<file path="src/rtl/operand_collector_array_if.sv">
// Issue / register-bank / dispatch signal bundle for the operand collector array.
// The master side is the environment (issue unit, banks, execution stage).
interface operand_collector_array_if #(
   parameter int unsigned DATA_W = 32,
   parameter int unsigned ROW_W  = 3
);
   logic                  alloc_valid;
   logic [1:0]            alloc_ocid;
   logic [31:0]           alloc_instr;
   logic [2:0]            alloc_warp;
   logic                  alloc_two_op;
   logic [1:0]            alloc_bank_a;
   logic [1:0]            alloc_bank_b;
   logic [ROW_W-1:0]      alloc_row_a;
   logic [ROW_W-1:0]      alloc_row_b;
   logic                  alloc_err;
   logic [3:0]            oc_empty;

   logic [3:0]            bank_rd_en;
   logic [4*ROW_W-1:0]    bank_rd_row;
   logic [4*DATA_W-1:0]   bank_rd_data;

   logic                  disp_valid;
   logic                  disp_ready;
   logic [1:0]            disp_ocid;
   logic [31:0]           disp_instr;
   logic [2:0]            disp_warp;
   logic [DATA_W-1:0]     disp_op_a;
   logic [DATA_W-1:0]     disp_op_b;

   modport master (
      output alloc_valid, alloc_ocid, alloc_instr, alloc_warp, alloc_two_op,
      output alloc_bank_a, alloc_bank_b, alloc_row_a, alloc_row_b,
      output bank_rd_data, disp_ready,
      input  alloc_err, oc_empty, bank_rd_en, bank_rd_row,
      input  disp_valid, disp_ocid, disp_instr, disp_warp, disp_op_a, disp_op_b
   );

   modport slave (
      input  alloc_valid, alloc_ocid, alloc_instr, alloc_warp, alloc_two_op,
      input  alloc_bank_a, alloc_bank_b, alloc_row_a, alloc_row_b,
      input  bank_rd_data, disp_ready,
      output alloc_err, oc_empty, bank_rd_en, bank_rd_row,
      output disp_valid, disp_ocid, disp_instr, disp_warp, disp_op_a, disp_op_b
   );
endinterface

</file>
<file path="src/rtl/operand_collector_array.sv">
// Four operand collectors fed by four round-robin arbitrated register banks; complete
// entries are dispatched round-robin over a valid/ready handshake.
module operand_collector_array #(
   parameter int unsigned DATA_W = 32,
   parameter int unsigned ROW_W  = 3
) (
   input logic                      clk,
   input logic                      rst,
   operand_collector_array_if.slave bus
);

   typedef enum logic [1:0] {StEmpty, StCollect, StReady} oc_state_e;

   // Entry state
   oc_state_e         st_q      [4];
   oc_state_e         st_d      [4];
   logic [31:0]       instr_q   [4];
   logic [31:0]       instr_d   [4];
   logic [2:0]        warp_q    [4];
   logic [2:0]        warp_d    [4];

   // Operand slots, index = ocid*2 + (operand b)
   logic [7:0]        needed_q, needed_d;
   logic [7:0]        in_flight_q, in_flight_d;
   logic [7:0]        captured_q, captured_d;
   logic [1:0]        bank_q    [8];
   logic [1:0]        bank_d    [8];
   logic [ROW_W-1:0]  row_q     [8];
   logic [ROW_W-1:0]  row_d     [8];
   logic [DATA_W-1:0] opnd_q    [8];
   logic [DATA_W-1:0] opnd_d    [8];

   // Bank arbitration and return tags
   logic [2:0]        arb_ptr_q [4];
   logic [2:0]        arb_ptr_d [4];
   logic [3:0]        tag_vld_q, tag_vld_d;
   logic [2:0]        tag_q     [4];
   logic [2:0]        tag_d     [4];

   // Dispatch
   logic [1:0]        disp_ptr_q, disp_ptr_d;
   logic              lock_q, lock_d;
   logic [1:0]        lock_id_q, lock_id_d;
   logic              alloc_err_q, alloc_err_d;

   logic [7:0]        req       [4];
   logic [3:0]        gnt_vld;
   logic [2:0]        gnt_idx   [4];
   logic [3:0]        rdy_vec;
   logic              sel_vld;
   logic [1:0]        sel;
   logic              hs;
   logic [2:0]        slot_a, slot_b;

   assign slot_a = {bus.alloc_ocid, 1'b0};
   assign slot_b = {bus.alloc_ocid, 1'b1};

   always_comb begin
      for (int k = 0; k < 4; k++) begin
         req[k] = '0;
         for (int r = 0; r < 8; r++) begin
            req[k][r] = needed_q[r] & ~in_flight_q[r] & ~captured_q[r] & (bank_q[r] == 2'(k));
         end
      end
   end

   // Scan from the far end so the requester closest to the pointer is kept last.
   always_comb begin
      for (int k = 0; k < 4; k++) begin
         gnt_vld[k] = 1'b0;
         gnt_idx[k] = '0;
         for (int i = 7; i >= 0; i--) begin
            if (req[k][3'(arb_ptr_q[k] + 3'(i))]) begin
               gnt_vld[k] = 1'b1;
               gnt_idx[k] = 3'(arb_ptr_q[k] + 3'(i));
            end
         end
      end
   end

   assign bus.bank_rd_en = gnt_vld;

   always_comb begin
      bus.bank_rd_row = '0;
      for (int k = 0; k < 4; k++) begin
         if (gnt_vld[k]) begin
            bus.bank_rd_row[k*ROW_W +: ROW_W] = row_q[gnt_idx[k]];
         end
      end
   end

   // A locked entry keeps the dispatch port until its handshake completes.
   always_comb begin
      for (int o = 0; o < 4; o++) begin
         rdy_vec[o] = (st_q[o] == StReady);
      end
      sel_vld = 1'b0;
      sel     = '0;
      if (lock_q) begin
         sel_vld = rdy_vec[lock_id_q];
         sel     = lock_id_q;
      end else begin
         for (int i = 3; i >= 0; i--) begin
            if (rdy_vec[2'(disp_ptr_q + 2'(i))]) begin
               sel_vld = 1'b1;
               sel     = 2'(disp_ptr_q + 2'(i));
            end
         end
      end
   end

   assign hs             = sel_vld & bus.disp_ready;
   assign bus.disp_valid = sel_vld;
   assign bus.disp_ocid  = sel_vld ? sel : 2'd0;
   assign bus.disp_instr = sel_vld ? instr_q[sel] : '0;
   assign bus.disp_warp  = sel_vld ? warp_q[sel] : '0;
   assign bus.disp_op_a  = sel_vld ? opnd_q[{sel, 1'b0}] : '0;
   assign bus.disp_op_b  = sel_vld ? opnd_q[{sel, 1'b1}] : '0;
   assign bus.oc_empty   = {st_q[3] == StEmpty, st_q[2] == StEmpty,
                            st_q[1] == StEmpty, st_q[0] == StEmpty};
   assign bus.alloc_err  = alloc_err_q;

   always_comb begin
      st_d        = st_q;
      instr_d     = instr_q;
      warp_d      = warp_q;
      needed_d    = needed_q;
      in_flight_d = in_flight_q;
      captured_d  = captured_q;
      bank_d      = bank_q;
      row_d       = row_q;
      opnd_d      = opnd_q;
      arb_ptr_d   = arb_ptr_q;
      tag_vld_d   = gnt_vld;
      tag_d       = gnt_idx;
      disp_ptr_d  = disp_ptr_q;
      lock_d      = lock_q;
      lock_id_d   = lock_id_q;
      alloc_err_d = 1'b0;

      for (int k = 0; k < 4; k++) begin
         if (tag_vld_q[k]) begin
            opnd_d[tag_q[k]]      = bus.bank_rd_data[k*DATA_W +: DATA_W];
            captured_d[tag_q[k]]  = 1'b1;
            in_flight_d[tag_q[k]] = 1'b0;
         end
         if (gnt_vld[k]) begin
            in_flight_d[gnt_idx[k]] = 1'b1;
            arb_ptr_d[k]            = gnt_idx[k] + 3'd1;
         end
      end

      // Entries become READY on the same edge the last operand lands.
      for (int o = 0; o < 4; o++) begin
         case (st_q[o])
            StCollect: begin
               if (captured_d[2*o] && captured_d[2*o+1]) begin
                  st_d[o] = StReady;
               end
            end
            StReady: begin
               if (hs && (sel == 2'(o))) begin
                  st_d[o]          = StEmpty;
                  needed_d[2*o]    = 1'b0;
                  needed_d[2*o+1]  = 1'b0;
               end
            end
            default: ;
         endcase
      end

      if (hs) begin
         disp_ptr_d = sel + 2'd1;
         lock_d     = 1'b0;
      end else if (sel_vld) begin
         lock_d    = 1'b1;
         lock_id_d = sel;
      end

      if (bus.alloc_valid) begin
         if (st_q[bus.alloc_ocid] == StEmpty) begin
            st_d[bus.alloc_ocid]    = StCollect;
            instr_d[bus.alloc_ocid] = bus.alloc_instr;
            warp_d[bus.alloc_ocid]  = bus.alloc_warp;
            needed_d[slot_a]        = 1'b1;
            in_flight_d[slot_a]     = 1'b0;
            captured_d[slot_a]      = 1'b0;
            bank_d[slot_a]          = bus.alloc_bank_a;
            row_d[slot_a]           = bus.alloc_row_a;
            opnd_d[slot_a]          = '0;
            needed_d[slot_b]        = bus.alloc_two_op;
            in_flight_d[slot_b]     = 1'b0;
            captured_d[slot_b]      = ~bus.alloc_two_op;
            bank_d[slot_b]          = bus.alloc_bank_b;
            row_d[slot_b]           = bus.alloc_row_b;
            opnd_d[slot_b]          = '0;
         end else begin
            alloc_err_d = 1'b1;
         end
      end
   end

   always_ff @(posedge clk) begin
      if (rst) begin
         for (int o = 0; o < 4; o++) begin
            st_q[o]      <= StEmpty;
            instr_q[o]   <= '0;
            warp_q[o]    <= '0;
         end
         for (int s = 0; s < 8; s++) begin
            bank_q[s]    <= '0;
            row_q[s]     <= '0;
            opnd_q[s]    <= '0;
         end
         for (int k = 0; k < 4; k++) begin
            arb_ptr_q[k] <= '0;
            tag_q[k]     <= '0;
         end
         needed_q    <= '0;
         in_flight_q <= '0;
         captured_q  <= '0;
         tag_vld_q   <= '0;
         disp_ptr_q  <= '0;
         lock_q      <= 1'b0;
         lock_id_q   <= '0;
         alloc_err_q <= 1'b0;
      end else begin
         st_q        <= st_d;
         instr_q     <= instr_d;
         warp_q      <= warp_d;
         bank_q      <= bank_d;
         row_q       <= row_d;
         opnd_q      <= opnd_d;
         arb_ptr_q   <= arb_ptr_d;
         tag_q       <= tag_d;
         needed_q    <= needed_d;
         in_flight_q <= in_flight_d;
         captured_q  <= captured_d;
         tag_vld_q   <= tag_vld_d;
         disp_ptr_q  <= disp_ptr_d;
         lock_q      <= lock_d;
         lock_id_q   <= lock_id_d;
         alloc_err_q <= alloc_err_d;
      end
   end

endmodule

</file>
<file path="src/flat_wrapper.sv">
// flat-port wrapper written by rule: the top's interface ports become plain ports
module operand_collector_array_flat 
#(
   parameter int unsigned DATA_W = 32,
   parameter int unsigned ROW_W  = 3
)
  (clk, rst, bus_alloc_valid, bus_alloc_ocid, bus_alloc_instr, bus_alloc_warp, bus_alloc_two_op, bus_alloc_bank_a, bus_alloc_bank_b, bus_alloc_row_a, bus_alloc_row_b, bus_bank_rd_data, bus_disp_ready, bus_alloc_err, bus_oc_empty, bus_bank_rd_en, bus_bank_rd_row, bus_disp_valid, bus_disp_ocid, bus_disp_instr, bus_disp_warp, bus_disp_op_a, bus_disp_op_b);
  operand_collector_array_if #(.DATA_W(DATA_W), .ROW_W(ROW_W)) bus_i ();
  input logic clk;
  input logic rst;
  input wire logic [$bits(bus_i.alloc_valid)-1:0] bus_alloc_valid;
  input wire logic [$bits(bus_i.alloc_ocid)-1:0] bus_alloc_ocid;
  input wire logic [$bits(bus_i.alloc_instr)-1:0] bus_alloc_instr;
  input wire logic [$bits(bus_i.alloc_warp)-1:0] bus_alloc_warp;
  input wire logic [$bits(bus_i.alloc_two_op)-1:0] bus_alloc_two_op;
  input wire logic [$bits(bus_i.alloc_bank_a)-1:0] bus_alloc_bank_a;
  input wire logic [$bits(bus_i.alloc_bank_b)-1:0] bus_alloc_bank_b;
  input wire logic [$bits(bus_i.alloc_row_a)-1:0] bus_alloc_row_a;
  input wire logic [$bits(bus_i.alloc_row_b)-1:0] bus_alloc_row_b;
  input wire logic [$bits(bus_i.bank_rd_data)-1:0] bus_bank_rd_data;
  input wire logic [$bits(bus_i.disp_ready)-1:0] bus_disp_ready;
  output wire logic [$bits(bus_i.alloc_err)-1:0] bus_alloc_err;
  output wire logic [$bits(bus_i.oc_empty)-1:0] bus_oc_empty;
  output wire logic [$bits(bus_i.bank_rd_en)-1:0] bus_bank_rd_en;
  output wire logic [$bits(bus_i.bank_rd_row)-1:0] bus_bank_rd_row;
  output wire logic [$bits(bus_i.disp_valid)-1:0] bus_disp_valid;
  output wire logic [$bits(bus_i.disp_ocid)-1:0] bus_disp_ocid;
  output wire logic [$bits(bus_i.disp_instr)-1:0] bus_disp_instr;
  output wire logic [$bits(bus_i.disp_warp)-1:0] bus_disp_warp;
  output wire logic [$bits(bus_i.disp_op_a)-1:0] bus_disp_op_a;
  output wire logic [$bits(bus_i.disp_op_b)-1:0] bus_disp_op_b;
  assign bus_i.alloc_valid = bus_alloc_valid;
  assign bus_i.alloc_ocid = bus_alloc_ocid;
  assign bus_i.alloc_instr = bus_alloc_instr;
  assign bus_i.alloc_warp = bus_alloc_warp;
  assign bus_i.alloc_two_op = bus_alloc_two_op;
  assign bus_i.alloc_bank_a = bus_alloc_bank_a;
  assign bus_i.alloc_bank_b = bus_alloc_bank_b;
  assign bus_i.alloc_row_a = bus_alloc_row_a;
  assign bus_i.alloc_row_b = bus_alloc_row_b;
  assign bus_i.bank_rd_data = bus_bank_rd_data;
  assign bus_i.disp_ready = bus_disp_ready;
  assign bus_alloc_err = bus_i.alloc_err;
  assign bus_oc_empty = bus_i.oc_empty;
  assign bus_bank_rd_en = bus_i.bank_rd_en;
  assign bus_bank_rd_row = bus_i.bank_rd_row;
  assign bus_disp_valid = bus_i.disp_valid;
  assign bus_disp_ocid = bus_i.disp_ocid;
  assign bus_disp_instr = bus_i.disp_instr;
  assign bus_disp_warp = bus_i.disp_warp;
  assign bus_disp_op_a = bus_i.disp_op_a;
  assign bus_disp_op_b = bus_i.disp_op_b;
  operand_collector_array #(.DATA_W(DATA_W), .ROW_W(ROW_W)) u_core (.clk(clk), .rst(rst), .bus(bus_i));
endmodule
</file>
<file path="config.mk">
export PLATFORM = sky130hd
export DESIGN_NAME = operand_collector_array_flat
export DESIGN_NICKNAME = d
export VERILOG_FILES = /design/src/rtl/operand_collector_array_if.sv /design/src/rtl/operand_collector_array.sv /design/src/flat_wrapper.sv
export SDC_FILE = /design/constraint.sdc
export NUM_CORES = 2
export LEC_CHECK = 0
export BUFFER_PORTS_ARGS = -buffer_cell sky130_fd_sc_hd__buf_4
export CORE_UTILIZATION = 35
export CTS_BUF_LIST = sky130_fd_sc_hd__clkbuf_8
export CTS_CLUSTER_DIAMETER = 150
export DETAILED_ROUTE_END_ITERATION = 6
export SETUP_SLACK_MARGIN = 0.3
export SKIP_CTS_REPAIR_TIMING = 1
export SLEW_MARGIN = 20
export SYNTH_ARGS = -nofsm -noshare
export SYNTH_HDL_FRONTEND = slang
export SYNTH_SLANG_ARGS = --single-unit
</file>
<file path="constraint.sdc">
create_clock -name clk -period 12.1 [get_ports clk]
set_input_delay 1.21 -clock clk [delete_from_list [all_inputs] [get_ports clk]]
set_output_delay 1.21 -clock clk [all_outputs]
set_load 0.01 [all_outputs]
</file>
; ---- Word level (Yosys, flattened, before mapping)
; Cells that the tools add are included.
[totals]
ff_bits = 502
in_bits = 180
output_inout_bits = 123
word_cells = 644
[classes]
n_addsub = 36
n_lt_le_gt_ge = 78
n_eq_ne = 35
muxes = 289
bitwise_logic = 111
reduce_logical = 43
[op_table]
columns = cell, count
row1 = 2-to-1 mux 256 bit, 6
row2 = bitwise mux 256 bit, 4
row3 = demux 32 bit (select 3 bit), 6
row4 = AND 256 bit, 2
row5 = 2-to-1 mux 32 bit, 16
row6 = inverter 256 bit, 2
row7 = binary-select mux 32 bit (select 3 bit), 2
row8 = < comparator 3 x 4 -> 1 bit (second input constant), 42
row9 = 2-to-1 mux 8 bit, 20
row10 = 2-to-1 mux 3 bit, 50
row11 = bitwise mux 128 bit, 1
row12 = binary-select mux 1 bit (select 3 bit), 32
row13 = 2-to-1 mux 1 bit, 85
row14 = binary-select mux 32 bit (select 2 bit), 1
row15 = demux 32 bit (select 2 bit), 1
row16 = OR 8 bit, 8
row17 = AND 8 bit, 7
row18 = 2-to-1 mux 2 bit, 27
row19 = AND 1 bit, 49
row20 = adder 3 bit (second input constant), 16
row21 = bitwise mux 24 bit, 2
row22 = greater-or-equal comparator 4 bit (second input constant), 12
row23 = inverter 3 -> 4 bit, 12
row24 = equality test 2 bit (second input constant), 22
row25 = 36 further kinds, 167

; ---- Longest topological paths before layout
[depth]
ltp_word = 36
ltp_mapped = 19
mapped_depth_nobuf = 14

; ---- Worst setup path before layout
; Ideal clock, no wire load.
[synth_path]
path_kind = register to output
startpoint = reg u_core.arb_ptr_q[9] (netlist bit)
endpoint = out bus_bank_rd_row[0]
arrival_time_ns = 4.041
t_required_ns = 10.890
setup_slack_ns = 6.849
path_stages_with_launch = 14
n_path_buf = 4
cell_sequence = dfxtp_1 > clkinv_1 > ha_1 > clkbuf_1 > clkbuf_1 > buf_2 > mux4_2 > a32oi_1 > a22oi_1 > nor3_1 > a21oi_2 > buf_6 > mux2_4 > a2111oi_1
[synth_between]
elab_chain_cells = 16
[synth_lines]
columns = element, line
row1 = "start, declared", operand_collector_array.sv:34  ; logic [2:0] arb_ptr_q [4];
row2 = "start signal, assigned", operand_collector_array.sv:234  ; arb_ptr_q <= arb_ptr_d;
row3 = adder 3 bit, "operand_collector_array.sv:73, operand_collector_array.sv:75"
row4 = binary-select mux 1 bit (select 3 bit), operand_collector_array.sv:73  ; if (req[k][3'(arb_ptr_q[k] + 3'(i))]) begin
row5 = 2-to-1 mux 1 bit (implied by the code), operand_collector_array.sv:73
row6 = 2-to-1 mux 3 bit (8 in series), operand_collector_array.sv:73
row7 = inverter 3 -> 4 bit (implied by the code), operand_collector_array.sv:87  ; bus.bank_rd_row[k*ROW_W +: ROW_W] = row_q[gnt_idx[k]];
row8 = binary-select mux 3 bit (select 3 bit), operand_collector_array.sv:87
row9 = 2-to-1 mux 3 bit (implied by the code) (2 in series), operand_collector_array.sv:87
row10 = 2-to-1 mux 3 bit (*), operand_collector_array.sv:86  ; if (gnt_vld[k]) begin
row11 = "end, declared", flat_wrapper.sv:25  ; output wire logic [$bits(bus_i.bank_rd_row)-1:0] bus_bank_rd_row;
; Every way passes the cells marked *; elsewhere a longest branch is shown, timed or not. The select of a mux whose other input is x is not followed.

==> metrics.txt <==
Final HPWL DP=around 86,000 microns; Iter 0 DRT Violations=4,259; die width=about 320 microns; GRT Overall Usage=27.8%; Inst Count DP=5,563; Post-Synth Adder-Cell Area=less than 1%; mux cell area share after synthesis=between 10% and 20%; r2r startpoint=u_core.arb_ptr_q[6]; drc violations=0; Worst R2R End=u_core.in_flight_q[6]; H-tree levels=3; critical-path maximum fanout=25; Synth Area in XOR/XNOR=less than 1%; post-route antenna net violation count=0; Post-Layout Cell Count=roughly 5,700; nets@finish=approximately 4,600; first-pass GRT wire length=between 200,000 and 250,000 microns; Simple-Gate Fraction of Synth Area=about a fifth; crit path cell chain=buf_4 > clkinv_1 > ha_1 > inv_1 > a32o_1 > mux4_2 > a21oi_1 > o22ai_1 > nor3_2 > inv_2 > mux2i_1 > a221oi_1 > buf_4; Critical Path Most Common Cell=buf_4; Compound-Gate Fraction of Synth Area=about a quarter; Distinct cells, synth=about 100; Num CTS Buffers=about 90; largest family of logic cells by synthesized area=compound AO/OA/AOI/OAI gates; Vias=35,600; clk sink count=roughly 500; Setup-failing EPs final=0; Crit path largest cell delay=0.90 ns; initial core utilization=between 30% and 40%; clock period minus final worst setup slack=between 7 and 8 ns; post-DR wirelength/cell=roughly 26 microns; crit end category=output pin; Seq cells post-synth=502; pin count of the biggest net entering global routing=between 100 and 150; WL final=147,000 microns; total gr overflow=0; share of cells above drive strength 1=around 17%; sequential fraction of the synthesis area=approximately 29%; max frequency=~0.13 GHz; worst slew pin tran=between 1 and 1.5 ns; Row Count=115; Mean Syn Cell Area=7.89 sq um; area grow syn2layout=13.3%; Worst setup SP type=flop; CP max stage cell=ha_1; status=finished clean; worst setup path class=reg -> out; Die Area=between 100,000 and 150,000 sq um; Vias/cell=just over 6; PwrDens=between 200 and 250 nW/um^2; main flop type after synthesis=dfxtp_1; Hold Startpoint=u_core.instr_q[105]; r2r setup slk=~6.5 ns; Final Cycle Share=a little under two thirds; Final WS setup=~4.4 ns; number of synthesized flops with an enable pin=0; worst skew pair latency=approximately 0.75 ns; initial antenna violation count=24; IO buf count=302; core box area=about 99,000 sq um; post-place setup slack=around 5.4 ns; clock buffer depth=3; worst hold path type=reg -> reg; Slew Limit Fails=0; Rel. slew slack=20.0%; Max Cap Violations=0; vias in the first global route=between 30,000 and 40,000; WP data arrival=between 6 and 7 ns; TritonCTS clock tree=built; skew final=roughly 0.052 ns; gp weighted congestion=0.973; Synthesis Warnings=0; worst reg2reg path depth=13; I/O Pins=303; RSZ-0062 raised after global routing=no; DR pass1 iterations=6; Leak Pwr=0.0147 uW; Net Count, Synth=around 4,600; worst hold path depth=2; async set-reset flop share out of synthesis=0%; CP Data Required Time=~11 ns; clk root buf=clkbuf_8; die height=~320 microns; setup_tns=0 ns; hold endpoint=u_core.instr_q[105]; Synth Cell Area=roughly 35,000 sq um; Cells after Synth=~4,400; Reg clk slew, reported paths=about 0.070 ns; final-report hold violation count=0; Worst IR Drop VDD=165 uV
-- synthesized netlist by cell type (14+ instances only) --
cell type | count | area, sq um
and3_1 | 19 | 119
nand2_1 | 461 | 1730
mux4_2 | 139 | 3130
inv_1 | 38 | 143
mux2i_1 | 317 | 3170
a22oi_1 | 14 | 105
o21ai_0 | 44 | 220
dfxtp_1 | 502 | 10000
nand2b_1 | 31 | 194
nor3_1 | 85 | 425
ha_1 | 27 | 338
a2111oi_0 | 14 | 123
o22ai_1 | 18 | 113
nor2_1 | 643 | 2410
o221ai_1 | 27 | 236
buf_1 | 99 | 372
clkbuf_1 | 395 | 1480
a211oi_1 | 532 | 3990
buf_2 | 25 | 125
and2_1 | 117 | 732
mux2_2 | 23 | 259
nor2b_1 | 24 | 150
nand3_1 | 53 | 265
a31oi_1 | 17 | 106
a21oi_1 | 460 | 2300
-- flip-flops by register name, summed over array words and instances (netlist names), 4 cells and up --
register,cells
u_core.opnd_q,256
u_core.instr_q,128
u_core.row_q,24
u_core.bank_q,16
u_core.arb_ptr_q,12
u_core.tag_q,12
u_core.warp_q,12
u_core.captured_q,8
u_core.in_flight_q,8
u_core.needed_q,8
u_core.st_q,8
u_core.tag_vld_q,4
-- worst max-delay path, delay by kind of cell (launching register included) --
| family | cells | cell delay (ns) |
|---|---|---|
| buffers and inverters | 5 | 1.72 |
| multiplexers | 2 | 0.71 |
| flip-flops | 1 | 0.31 |
| AND/OR/NAND/NOR | 1 | 0.87 |
| adder cells (fa/ha/maj) | 1 | 0.90 |
| AO/OA/AOI/OAI | 4 | 1.16 |
-- kinds of logic (layout without fill, tap and decap cells) --
group                      after synthesis  after routing
adders and majority gates               27             27
xor gates and xnor gates                20             20
and+or+nand+nor                       1544           1544
DFF                                    502            502
muxes                                  482            482
buffers and inverters                  583            591
AOI/OAI and AO/OA                     1272           1272
other                                    0             10
-- stage by stage --
| step | utilization [%] | hold WS (ns) | instance area (sq um) | power [uW] |
|---|---|---|---|---|
| CTS | 40.1 | 0.454 | 39600 | 7850 |
| global placement | 38.1 | 0.439 | 37600 | 6050 |
| finish | 40.1 | 0.451 | 39600 | 7950 |
| floorplan | - | 0.433 | 34900 | 4950 |
| global route | 40.1 | 0.468 | 39600 | 8350 |
| detailed placement | 38.1 | 0.445 | 37600 | 6080 |
-- layer usage --
metal	track usage (%)	routed length, microns	vias up
met5	0	190	-
met4	13.5	6620	26
met3	6.51	14700	434
met2	43.1	65800	2083
met1	36.1	59500	17100
li1	-	-	16000
-- power breakdown --
part           leakage, uW  switching [uW]  internal [uW]  total (uW)
clock network      0.00111             797            964        1760
logic              0.00951            2430           1590        4030
registers          0.00408             219           1940        2160
-- layout by cell type, fill, tap and decap left out, drive strengths merged, types with 24 or more instances in the layout --
cell and n:
nand2 461, and2 118, nor2b 24, nand3 53, inv 77, o221ai 27
nor2 644, ha 27, o21ai 50, nand2b 31, buf 380, mux2 25
nor3 90, mux4 139, mux2i 318, dfxtp 502, clkbuf 116, a21oi 463
a211oi 532
-- worst max-delay path by stage --
| stage | start | slack, ns | end |
|---|---|---|---|
| 6_report | u_core.arb_ptr_q[6] | 4.44 | bus_bank_rd_row[3] |
| 5_1_grt | u_core.arb_ptr_q[4] | 4.02 | bus_bank_rd_row[6] |
| 4_1_cts | u_core.arb_ptr_q[4] | 4.58 | bus_bank_rd_row[6] |
| 3_5_place_dp | u_core.arb_ptr_q[4] | 5.39 | bus_bank_rd_row[6] |
| 3_3_place_gp | u_core.arb_ptr_q[6] | 5.33 | bus_bank_rd_row[3] |
| 2_1_floorplan | u_core.arb_ptr_q[9] | 6.85 | bus_bank_rd_row[0] |
-- cell type report --
type | count | area, sq um
Tap cell | 1287 | 1610
Fill cell | 10100 | 59100
Sequential cell | 502 | 10000
Multi-Input combinational cell | 3345 | 22900
Inverter | 49 | 185
Timing Repair Buffer | 380 | 2880
Antenna cell | 10 | 25.0
Clock inverter | 46 | 332
Clock buffer | 116 | 1600
Note: power is estimated with default switching activity, not from simulation.
